$ cat src/rtl/ssp_link_pkg.sv
// Shared types and constants for the SSP link controller.
package ssp_link_pkg;

    typedef enum logic [1:0] {
        IDLE  = 2'd0,
        SHIFT = 2'd1,
        GAP   = 2'd2
    } ssp_state_t;

    typedef enum logic {
        SRC_DEMOD = 1'b0,
        SRC_REPLY = 1'b1
    } ssp_src_t;

    localparam logic [7:0] SSP_FILLER = 8'h00;

endpackage

$ cat src/rtl/ssp_link_ctrl_clk_div.sv
// SSP clock divider: toggles ssp_clk every CLK_DIV enabled cycles and flags
// the cycle in which each rising/falling toggle is about to happen.
module ssp_clk_div #(
    parameter int CLK_DIV = 4
) (
    input  logic clk,
    input  logic nreset,
    input  logic en,
    input  logic clr,
    output logic ssp_clk,
    output logic rise,
    output logic fall
);

    localparam int CW = (CLK_DIV > 1) ? $clog2(CLK_DIV) : 1;

    logic [CW-1:0] cnt;
    logic          tc;

    assign tc   = en && (cnt == CW'(CLK_DIV - 1));
    assign rise = tc && !ssp_clk;
    assign fall = tc && ssp_clk;

    always_ff @(posedge clk) begin
        if (!nreset || clr) begin
            cnt     <= '0;
            ssp_clk <= 1'b0;
        end else if (en) begin
            if (tc) begin
                cnt     <= '0;
                ssp_clk <= ~ssp_clk;
            end else begin
                cnt <= cnt + CW'(1);
            end
        end
    end

endmodule

$ cat src/rtl/ssp_link_ctrl.sv
// SSP link controller: round-robin arbitration of demod/reply bytes, full-duplex
// word shifting and rx strobe. Define SSP_LOOPBACK_EN to receive the tx stream.
module ssp_link_ctrl
    import ssp_link_pkg::*;
#(
    parameter int CLK_DIV = 4,
    parameter int WORD_W  = 8,
    parameter int GAP_LEN = 8
) (
    input  logic              ck_1356meg,
    input  logic              nreset,
    input  logic              poll_en,
    input  logic              demod_valid,
    input  logic [WORD_W-1:0] demod_data,
    output logic              demod_ready,
    input  logic              reply_valid,
    input  logic [WORD_W-1:0] reply_data,
    output logic              reply_ready,
    output logic              rx_valid,
    output logic [WORD_W-1:0] rx_data,
    output logic              busy,
    output logic              ssp_clk,
    output logic              ssp_frame,
    output logic              ssp_din,
    input  logic              ssp_dout
);

    localparam int BW = (WORD_W > 1) ? $clog2(WORD_W) : 1;
    localparam int GW = (GAP_LEN > 1) ? $clog2(GAP_LEN) : 1;

    ssp_state_t        state, state_nxt;
    ssp_src_t          last_src;
    logic [WORD_W-1:0] tx_sr, rx_sr, load_word;
    logic [BW-1:0]     bit_cnt;
    logic [GW-1:0]     gap_cnt;
    logic              clk_rise, clk_fall, div_en, div_clr;
    logic              grant_reply, grant_demod, load, last_bit, rx_bit;

`ifdef SSP_LOOPBACK_EN
    assign rx_bit = ssp_din;
`else
    assign rx_bit = ssp_dout;
`endif

    assign busy    = (state != IDLE);
    assign div_en  = (state == SHIFT);
    assign div_clr = (state != SHIFT);

    ssp_clk_div #(.CLK_DIV(CLK_DIV)) u_div (
        .clk     (ck_1356meg),
        .nreset  (nreset),
        .en      (div_en),
        .clr     (div_clr),
        .ssp_clk (ssp_clk),
        .rise    (clk_rise),
        .fall    (clk_fall)
    );

    // On a tie the source that did not win last time gets the link.
    assign grant_reply = reply_valid && (!demod_valid || last_src == SRC_DEMOD);
    assign grant_demod = demod_valid && !grant_reply;
    assign last_bit    = (bit_cnt == BW'(WORD_W - 1));

    always_ff @(posedge ck_1356meg) begin
        if (!nreset) state <= IDLE;
        else         state <= state_nxt;
    end

    always_comb begin
        state_nxt   = state;
        demod_ready = 1'b0;
        reply_ready = 1'b0;
        load        = 1'b0;
        load_word   = WORD_W'(SSP_FILLER);
        case (state)
            IDLE: if (nreset) begin
                if (grant_reply) begin
                    reply_ready = 1'b1;
                    load        = 1'b1;
                    load_word   = reply_data;
                    state_nxt   = SHIFT;
                end else if (grant_demod) begin
                    demod_ready = 1'b1;
                    load        = 1'b1;
                    load_word   = demod_data;
                    state_nxt   = SHIFT;
                end else if (poll_en) begin
                    load      = 1'b1;
                    state_nxt = SHIFT;
                end
            end
            SHIFT: if (clk_fall && last_bit) state_nxt = GAP;
            GAP:   if (gap_cnt == GW'(GAP_LEN - 1)) state_nxt = IDLE;
            default: state_nxt = IDLE;
        endcase
    end

    always_ff @(posedge ck_1356meg) begin
        if (!nreset) begin
            tx_sr     <= '0;
            rx_sr     <= '0;
            rx_data   <= '0;
            rx_valid  <= 1'b0;
            ssp_frame <= 1'b0;
            ssp_din   <= 1'b0;
            bit_cnt   <= '0;
            gap_cnt   <= '0;
            last_src  <= SRC_DEMOD;
        end else begin
            rx_valid <= 1'b0;
            if (load) begin
                tx_sr     <= load_word << 1;
                ssp_din   <= load_word[WORD_W-1];
                ssp_frame <= 1'b1;
                bit_cnt   <= '0;
                rx_sr     <= '0;
                if (reply_ready)      last_src <= SRC_REPLY;
                else if (demod_ready) last_src <= SRC_DEMOD;
            end
            if (state == SHIFT) begin
                // Frame covers only the first low half-period of the word.
                if (clk_rise) begin
                    rx_sr     <= (rx_sr << 1) | WORD_W'(rx_bit);
                    ssp_frame <= 1'b0;
                end
                if (clk_fall) begin
                    if (last_bit) begin
                        ssp_din  <= 1'b0;
                        rx_data  <= rx_sr;
                        rx_valid <= 1'b1;
                        gap_cnt  <= '0;
                    end else begin
                        ssp_din <= tx_sr[WORD_W-1];
                        tx_sr   <= tx_sr << 1;
                        bit_cnt <= bit_cnt + BW'(1);
                    end
                end
            end
            if (state == GAP) gap_cnt <= gap_cnt + GW'(1);
        end
    end

endmodule

$ cat config.mk
export PLATFORM = sky130hd
export DESIGN_NAME = ssp_link_ctrl
export DESIGN_NICKNAME = d
export VERILOG_FILES = /design/src/rtl/ssp_link_pkg.sv /design/src/rtl/ssp_link_ctrl_clk_div.sv /design/src/rtl/ssp_link_ctrl.sv
export SDC_FILE = /design/constraint.sdc
export NUM_CORES = 1
export LEC_CHECK = 0
export ABC_CLOCK_PERIOD_IN_PS = 3090
export BUFFER_PORTS_ARGS = -buffer_cell sky130_fd_sc_hd__buf_2
export CAP_MARGIN = 20
export CELL_PAD_IN_SITES_DETAIL_PLACEMENT = 1
export CELL_PAD_IN_SITES_GLOBAL_PLACEMENT = 1
export CORE_MARGIN = 2
export CORE_UTILIZATION = 42
export DETAILED_ROUTE_END_ITERATION = 12
export GPL_TIMING_DRIVEN = 0
export PLACE_DENSITY = 0.94
export RECOVER_POWER = 25
export SLEW_MARGIN = 5
export SYNTH_ARGS = -nofsm -noshare
export SYNTH_HDL_FRONTEND = slang
export SYNTH_SLANG_ARGS = --single-unit
export TNS_END_PERCENT = 5
$ cat constraint.sdc
create_clock -name ck_1356meg -period 3.09 [get_ports ck_1356meg]
set_input_delay 0.1545 -clock ck_1356meg [delete_from_list [all_inputs] [get_ports ck_1356meg]]
set_output_delay 0.1545 -clock ck_1356meg [all_outputs]
set_load 0.005 [all_outputs]
==> qor.yml, run 1 <==
worstPathRequired_ns: 3.29
core.rowCount: 23
dr.pass1.iters: 5
clock_sink_count: 39
final_util: 0.507
hp-start: "ssp_dout"
placed_cell_area_sq_um: 1930
leakagePower_nw: 0.812
vias: 1559
timing.final.max_slew_violations: 0
die_area_sq_um: 4540
detail_route.iter0.violations: 81
status: "completed"
grt_pass1_vias: 1521
via_per_inst: 5.38
worstMarginPinSlew_ns: 0.675
cp_max_fo: 10
worst_ir_drop_vdd_uv: 343
hold_end: "rx_sr[0]"
r2r_start: "state[1]"
synth_top_area_cell: "dfxtp_1"
synth_nets: 227
worstHoldPathType: "in -> reg"
seqPwrFrac: 0.481
cp.buffers_inverters: 2
clk_pin_slew_ns: 0.07
cpLargestDelayFamily: "compound AO/OA/AOI/OAI gates"
drc: 0
fin_area_sq_um: 2000
power_density_nw_per_um2: 603
postSynthAreaPerCell_sq_um: 8.61
cts_tree: "done"
antenna_found_initial: 0
grt-ovfl-total: 0
worstReg2RegEnd: "state[1]"
syn_to_final_growth_pct: 18.5
met1_usage: 0.252
synth_area_sq_um: 1690
clk_path_buf_depth: 2
drt-total-wl_um: 4100
grt_max_degree: 12
busiest_layer: "met2"
fp.dieH_um: 67.4
synth-seq-cells: 39
numCtsBuffers: 5
met3_usage: 0.0350
grt_setup_unrepaired: "no"
hold_viol_final: 0
clk_latency_ns: 0.30
pre_cts_ws_ns: 1.27
yosysWarnings: 0
io_pins: 37
ctsRootBufferMaster: "clkbuf_8"
power_frac_comb: 0.241
fin_ws_ns: 0.996
cp.arrival_ns: 2.29
yosysMostFrequentCell: "nand2_1"
coreArea_sq_um: 3940
finalNonFillerCells: 290
netSwitchingFraction: 0.320
grtUsageTotal: 0.203
reg2reg_setup_slack_ns: 1.0
holdPathStages: 3
synthDistinctLibCells: 33
finalCriticalPeriod_ns: 2.09
p_total_mw: 1.21
synth_area_leaders: "dfxtp_1, nand2_1, ha_1, a21oi_1, a221oi_1"
dp_hpwl_um: 3010
cts_resized: 0
ys_seq_area_frac: 0.463
synth_common_cells: "nand2_1, dfxtp_1, a21oi_1, nor2_1, nand3_1"
drive_gt1_frac: 0.175
fp.dieW_um: 67.4
grtUsageMet2: 0.351
worstPathCellList: "inv_1 > ha_1 > clkbuf_1 > nand4_4 > a222oi_1 > nand3_1 > o31ai_1"
final.setup.tns_ns: 0
cpPeakStageDelay_ns: 0.54
whs_ns: 0.0984
synthFlopType: "dfxtp_1"
internal_power_mw: 0.821
nets: 270
r2r_cells: 7
htreeDepth: 2
critPathSlowestCell: "a222oi_1"
wl_per_cell_um: 14.1
netSwitchingPower_mw: 0.386
ys_async_sr_fraction: 0
netlist_instances: 196
skew_ns: 0.0102
timing.fmax_mhz: 478
synth_edf_count: 0
io_buffers: 36
pwr-share-clk: 0.278
timing.final.crit_share: 0.678
crit_path_start_kind: "flop"
slew_headroom: 0.549
grt_pass1_wl_um: 6890
postCtsSetupBuffers: 0
cts-hold-fix-buffers: 0
synthDominantCellAreaShare: 0.463
finalSetupViolations: 0
ant_nets: 0
critPathKind: "reg -> reg"
worstSetupEndpointType: "flop"
diodes: 0
placedCellCount: 282
start_util: 0.428
place_congestion: 0.742
drv_cap: 0
## placed cells by master (no fill, tap or decap), drive strengths merged, types with 2 or more instances in the layout
| master | count |
|---|---|
| a32oi | 2 |
| o21ai | 3 |
| nand2 | 40 |
| a21oi | 21 |
| nor2b | 2 |
| o31ai | 8 |
| nor3 | 3 |
| a221oi | 8 |
| buf | 35 |
| a31oi | 2 |
| dfxtp | 39 |
| nor2 | 18 |
| inv | 5 |
| ha | 9 |
| nand3 | 12 |
| clkinv | 2 |
| a21boi | 2 |
| clkbuf | 17 |
## area by class of cell
class                   instances  area (sq um)
well taps                      50          62.6
clock buffers                   7          76.3
multi-input cells             142           826
clock inverters                 1          5.00
plain buffers                   9          55.1
repair buffers                 36           173
inverters                       6          22.5
fillers                       499          1940
flip-flops and latches         39           781
## cells by family after synthesis
| kind of cell | share of synthesized area |
|---|---|
| flops | 0.463 |
| mux | 0.00593 |
| buf+inv | 0.0482 |
| compound gates | 0.181 |
| fa+ha+maj | 0.0667 |
| xor+xnor | 0.00519 |
| simple gates | 0.231 |
## tightest hold or removal path, cell delays in order
cell     delay (ns)
buf_2          0.10
nand2_1        0.05
a21oi_1        0.05
## registers in the layout (all words and copies together), names as in the netlist
| name | cells |
|---|---|
| gap_cnt | 3 |
| ssp_frame | 1 |
| state | 2 |
| u_div.ssp_clk | 1 |
| rx_data | 8 |
| ssp_din | 1 |
| rx_sr | 8 |
| last_src | 1 |
| u_div.cnt | 2 |
| tx_sr | 8 |
| bit_cnt | 3 |
| rx_valid | 1 |
## metal layers
metal,vias to the layer above,wire length [um]
li1,777,-
met1,752,1870
met2,23,2060
met3,7,104
met4,0,67
met5,-,0
## power by group through the flow
stage                     sequential (mW)  clock [mW]  combinational (mW)
final                               0.580       0.336               0.291
after global routing                0.585       0.363               0.335
after CTS                           0.580       0.340               0.301
after detailed placement            0.590           0               0.299
after global placement              0.587           0               0.284
after floorplan                     0.582           0               0.209
## worst max path at each step
| stage | cells past startpoint | slack, ns | end | start |
|---|---|---|---|---|
| finish | 7 | 1.0 | state[1] | state[1] |
| global route | 7 | 0.66 | state[1] | state[1] |
| CTS | 6 | 1.21 | tx_sr[1] | bit_cnt[0] |
| detailed placement | 6 | 1.27 | tx_sr[3] | bit_cnt[0] |
| global placement | 6 | 1.28 | tx_sr[6] | bit_cnt[0] |
| floorplan | 5 | 1.52 | state[0] | bit_cnt[0] |
Power figures use the tool's default switching activity.
==> run 2: changes to the inputs <==
--- a/config.mk
+++ b/config.mk
@@ -5,16 +5,16 @@
 export SDC_FILE = /design/constraint.sdc
 export NUM_CORES = 1
 export LEC_CHECK = 0
-export ABC_CLOCK_PERIOD_IN_PS = 3090
+export ABC_CLOCK_PERIOD_IN_PS = 2000
 export BUFFER_PORTS_ARGS = -buffer_cell sky130_fd_sc_hd__buf_2
 export CAP_MARGIN = 20
 export CELL_PAD_IN_SITES_DETAIL_PLACEMENT = 1
 export CELL_PAD_IN_SITES_GLOBAL_PLACEMENT = 1
 export CORE_MARGIN = 2
-export CORE_UTILIZATION = 42
+export CORE_UTILIZATION = 39
 export DETAILED_ROUTE_END_ITERATION = 12
 export GPL_TIMING_DRIVEN = 0
-export PLACE_DENSITY = 0.94
+export PLACE_DENSITY = 0.88
 export RECOVER_POWER = 25
 export SLEW_MARGIN = 5
 export SYNTH_ARGS = -nofsm -noshare
==> constraint.sdc (replaced) <==
create_clock -name ck_1356meg -period 2 [get_ports ck_1356meg]
set_input_delay 0.1 -clock ck_1356meg [delete_from_list [all_inputs] [get_ports ck_1356meg]]
set_output_delay 0.1 -clock ck_1356meg [all_outputs]
set_load 0.005 [all_outputs]
==> run 2 against run 1 <==
Net effect:
- power grew 78%
- largest cell class unchanged
- worst hold slack lost 0.048 ns
- via count grew 0.45%
- sequential share of layout area shrank 1.3 points
- setup slack lost 0.81 ns
- critical path depth is the same
- critical path type unchanged
==> qor.yml, run 2 (synthesis results as in run 1) <==
status: "completed"  # unchanged
timing.final.max_slew_violations: 0  # unchanged
grt-ovfl-total: 0  # unchanged
slew_headroom: 0.561  # was 0.549
skew_ns: 0.00705  # was 0.0102 ns
antenna_found_initial: 0  # unchanged
worstPathRequired_ns: 2.19  # was 3.29 ns
holdPathStages: 3  # unchanged
coreArea_sq_um: 4090  # was 3940 sq um
grt_setup_unrepaired: "no"  # unchanged
grt_pass1_wl_um: 7150  # was 6890 um
grt_max_degree: 13  # was 12
r2r_cells: 7  # unchanged
timing.fmax_mhz: 552  # was 478 MHz
r2r_start: "bit_cnt[0]"  # was state[1]
worstReg2RegEnd: "state[1]"  # unchanged
grt_pass1_vias: 1580  # was 1521
final.setup.tns_ns: 0  # unchanged
cp_common_cell: "ha_1"
finalCriticalPeriod_ns: 1.81  # was 2.09 ns
drv_cap: 0  # unchanged
fp.dieW_um: 69.8  # was 67.4 um
diodes: 0  # unchanged
cp_max_fo: 10  # unchanged
worst_ir_drop_vdd_uv: 863  # was 343 uV
ctsRootBufferMaster: "clkbuf_8"  # unchanged
numCtsBuffers: 5  # unchanged
leakagePower_nw: 0.861  # was 0.812 nW
drt-total-wl_um: 4120  # was 4100 um
drc: 0  # unchanged
timing.final.crit_share: 0.906  # was 0.678
io_pins: 37  # unchanged
reg2reg_setup_slack_ns: 0.19  # was 1.0 ns
hold_viol_final: 0  # unchanged
power_density_nw_per_um2: 1040  # was 603 nW/um^2
hp-start: "ssp_dout"  # unchanged
cts-hold-fix-buffers: 0  # unchanged
cts_tree: "done"  # unchanged
critPathKind: "reg -> reg"  # unchanged
core.rowCount: 23  # unchanged
vias: 1566  # was 1559
clk_latency_ns: 0.30  # about the same
clock_sink_count: 39  # unchanged
clk_path_buf_depth: 2  # unchanged
drive_gt1_frac: 0.207  # was 0.175
cpPeakStageDelay_ns: 0.36  # was 0.54 ns
wl_per_cell_um: 14.2  # was 14.1 um
layout_commonest_cell: "nand2_1"  # unchanged
worstHoldPathType: "in -> reg"  # unchanged
clk_pin_slew_ns: 0.08  # was 0.07 ns
nets: 271  # was 270
worstMarginPinSlew_ns: 0.657  # was 0.675 ns
dp_hpwl_um: 3000  # was 3010 um
via_per_inst: 5.38  # about the same
cp.arrival_ns: 2.01  # was 2.29 ns
die_area_sq_um: 4870  # was 4540 sq um
syn_to_final_growth_pct: 22.7  # was 18.5%
ant_nets: 0  # unchanged
dr.pass1.iters: 4  # was 5
worstPathCellList: "ha_1 > ha_1 > nand4_4 > a222oi_1 > buf_4 > nand3_1 > o31ai_1"  # was inv_1 > ha_1 > clkbuf_1 > nand4_4 > a222oi_1 > nand3_1 > o31ai_1
reg_top3: "rx_data: 8 flops, rx_sr: 8 flops, tx_sr: 8 flops"  # unchanged
htreeDepth: 2  # unchanged
fp.dieH_um: 69.8  # was 67.4 um
finalSetupViolations: 0  # unchanged
critPathSlowestCell: "dfxtp_1"  # was a222oi_1
grtUsageTotal: 0.183  # was 0.203
start_util: 0.413  # was 0.428
hold_end: "rx_sr[0]"  # unchanged
final_cell_mix: "nand2_1, dfxtp_1, buf_2"  # unchanged
io_buffers: 36  # unchanged
p_total_mw: 2.15  # was 1.21 mW
worstSetupEndpointType: "flop"  # unchanged
place_congestion: 0.719  # was 0.742
crit_path_start_kind: "flop"  # unchanged
detail_route.iter0.violations: 39  # was 81
==> run 2: what timing repair did <==
action	4_1_cts	5_1_grt
resized for setup	0	1
setup buffers	0	1
endpoints found under the hold margin	0	0
endpoints found under the setup margin	0	10
==> run 2: per-layer routing <==
layer | wire length (um) | up-vias | share of wire | GRT usage
met4 | 78 | 0 | 0.019 | 0.0769
li1 | - | 777 | - | -
met3 | 134 | 7 | 0.033 | 0.0349
met5 | 0 | - | 0 | 0
met2 | 2080 | 20 | 0.51 | 0.325
met1 | 1820 | 762 | 0.44 | 0.212
==> run 2: worst max path at each step <==
stage                     cells after the start       end  startpoint  slack (ns)
after floorplan                               5  state[0]  bit_cnt[0]        0.43
after global placement                        6  tx_sr[6]  bit_cnt[0]        0.19
after detailed placement                      6  state[1]  bit_cnt[0]        0.13
after CTS                                     6  state[1]  bit_cnt[0]        0.09
after global routing                          6  tx_sr[7]    state[1]        0.02
final                                         7  state[1]  bit_cnt[0]        0.19
==> run 2: worst max-delay path, delay by kind of cell (launching register included) <==
kind / cells / cell delay (ns)
buf+inv: 1 / 0.18
flops: 1 / 0.36
compound gates: 2 / 0.45
fa+ha+maj: 2 / 0.43
simple gates: 2 / 0.28
==> run 2: area by class of cell <==
| type | count | area [sq um] |
|---|---|---|
| inverters | 6 | 22.5 |
| plain buffers | 9 | 58.8 |
| clock buffers | 6 | 72.6 |
| well taps | 50 | 62.6 |
| flip-flops and latches | 39 | 781 |
| fillers | 522 | 2020 |
| multi-input cells | 142 | 828 |
| clock inverters | 2 | 60.1 |
| repair buffers | 37 | 185 |
==> run 2: stage by stage <==
step | setup WS, ns | hold WS (ns) | std cells | instance area, sq um | util
floorplan | 0.435 | 0.236 | 196 | 1690 | -
global placement | 0.194 | 0.349 | 282 | 1930 | 0.472
detailed placement | 0.125 | 0.357 | 282 | 1930 | 0.472
CTS | 0.0864 | 0.0473 | 290 | 2060 | 0.505
global route | 0.0244 | 0.0539 | 291 | 2070 | 0.507
finish | 0.188 | 0.0499 | 291 | 2070 | 0.507
==> run 2: power by group <==
part	switching (mW)	leakage [nW]	internal [mW]	total, mW
sequential	0.0441	0.317	0.849	0.893
combinational	0.280	0.479	0.197	0.476
clock	0.280	0.0654	0.499	0.778
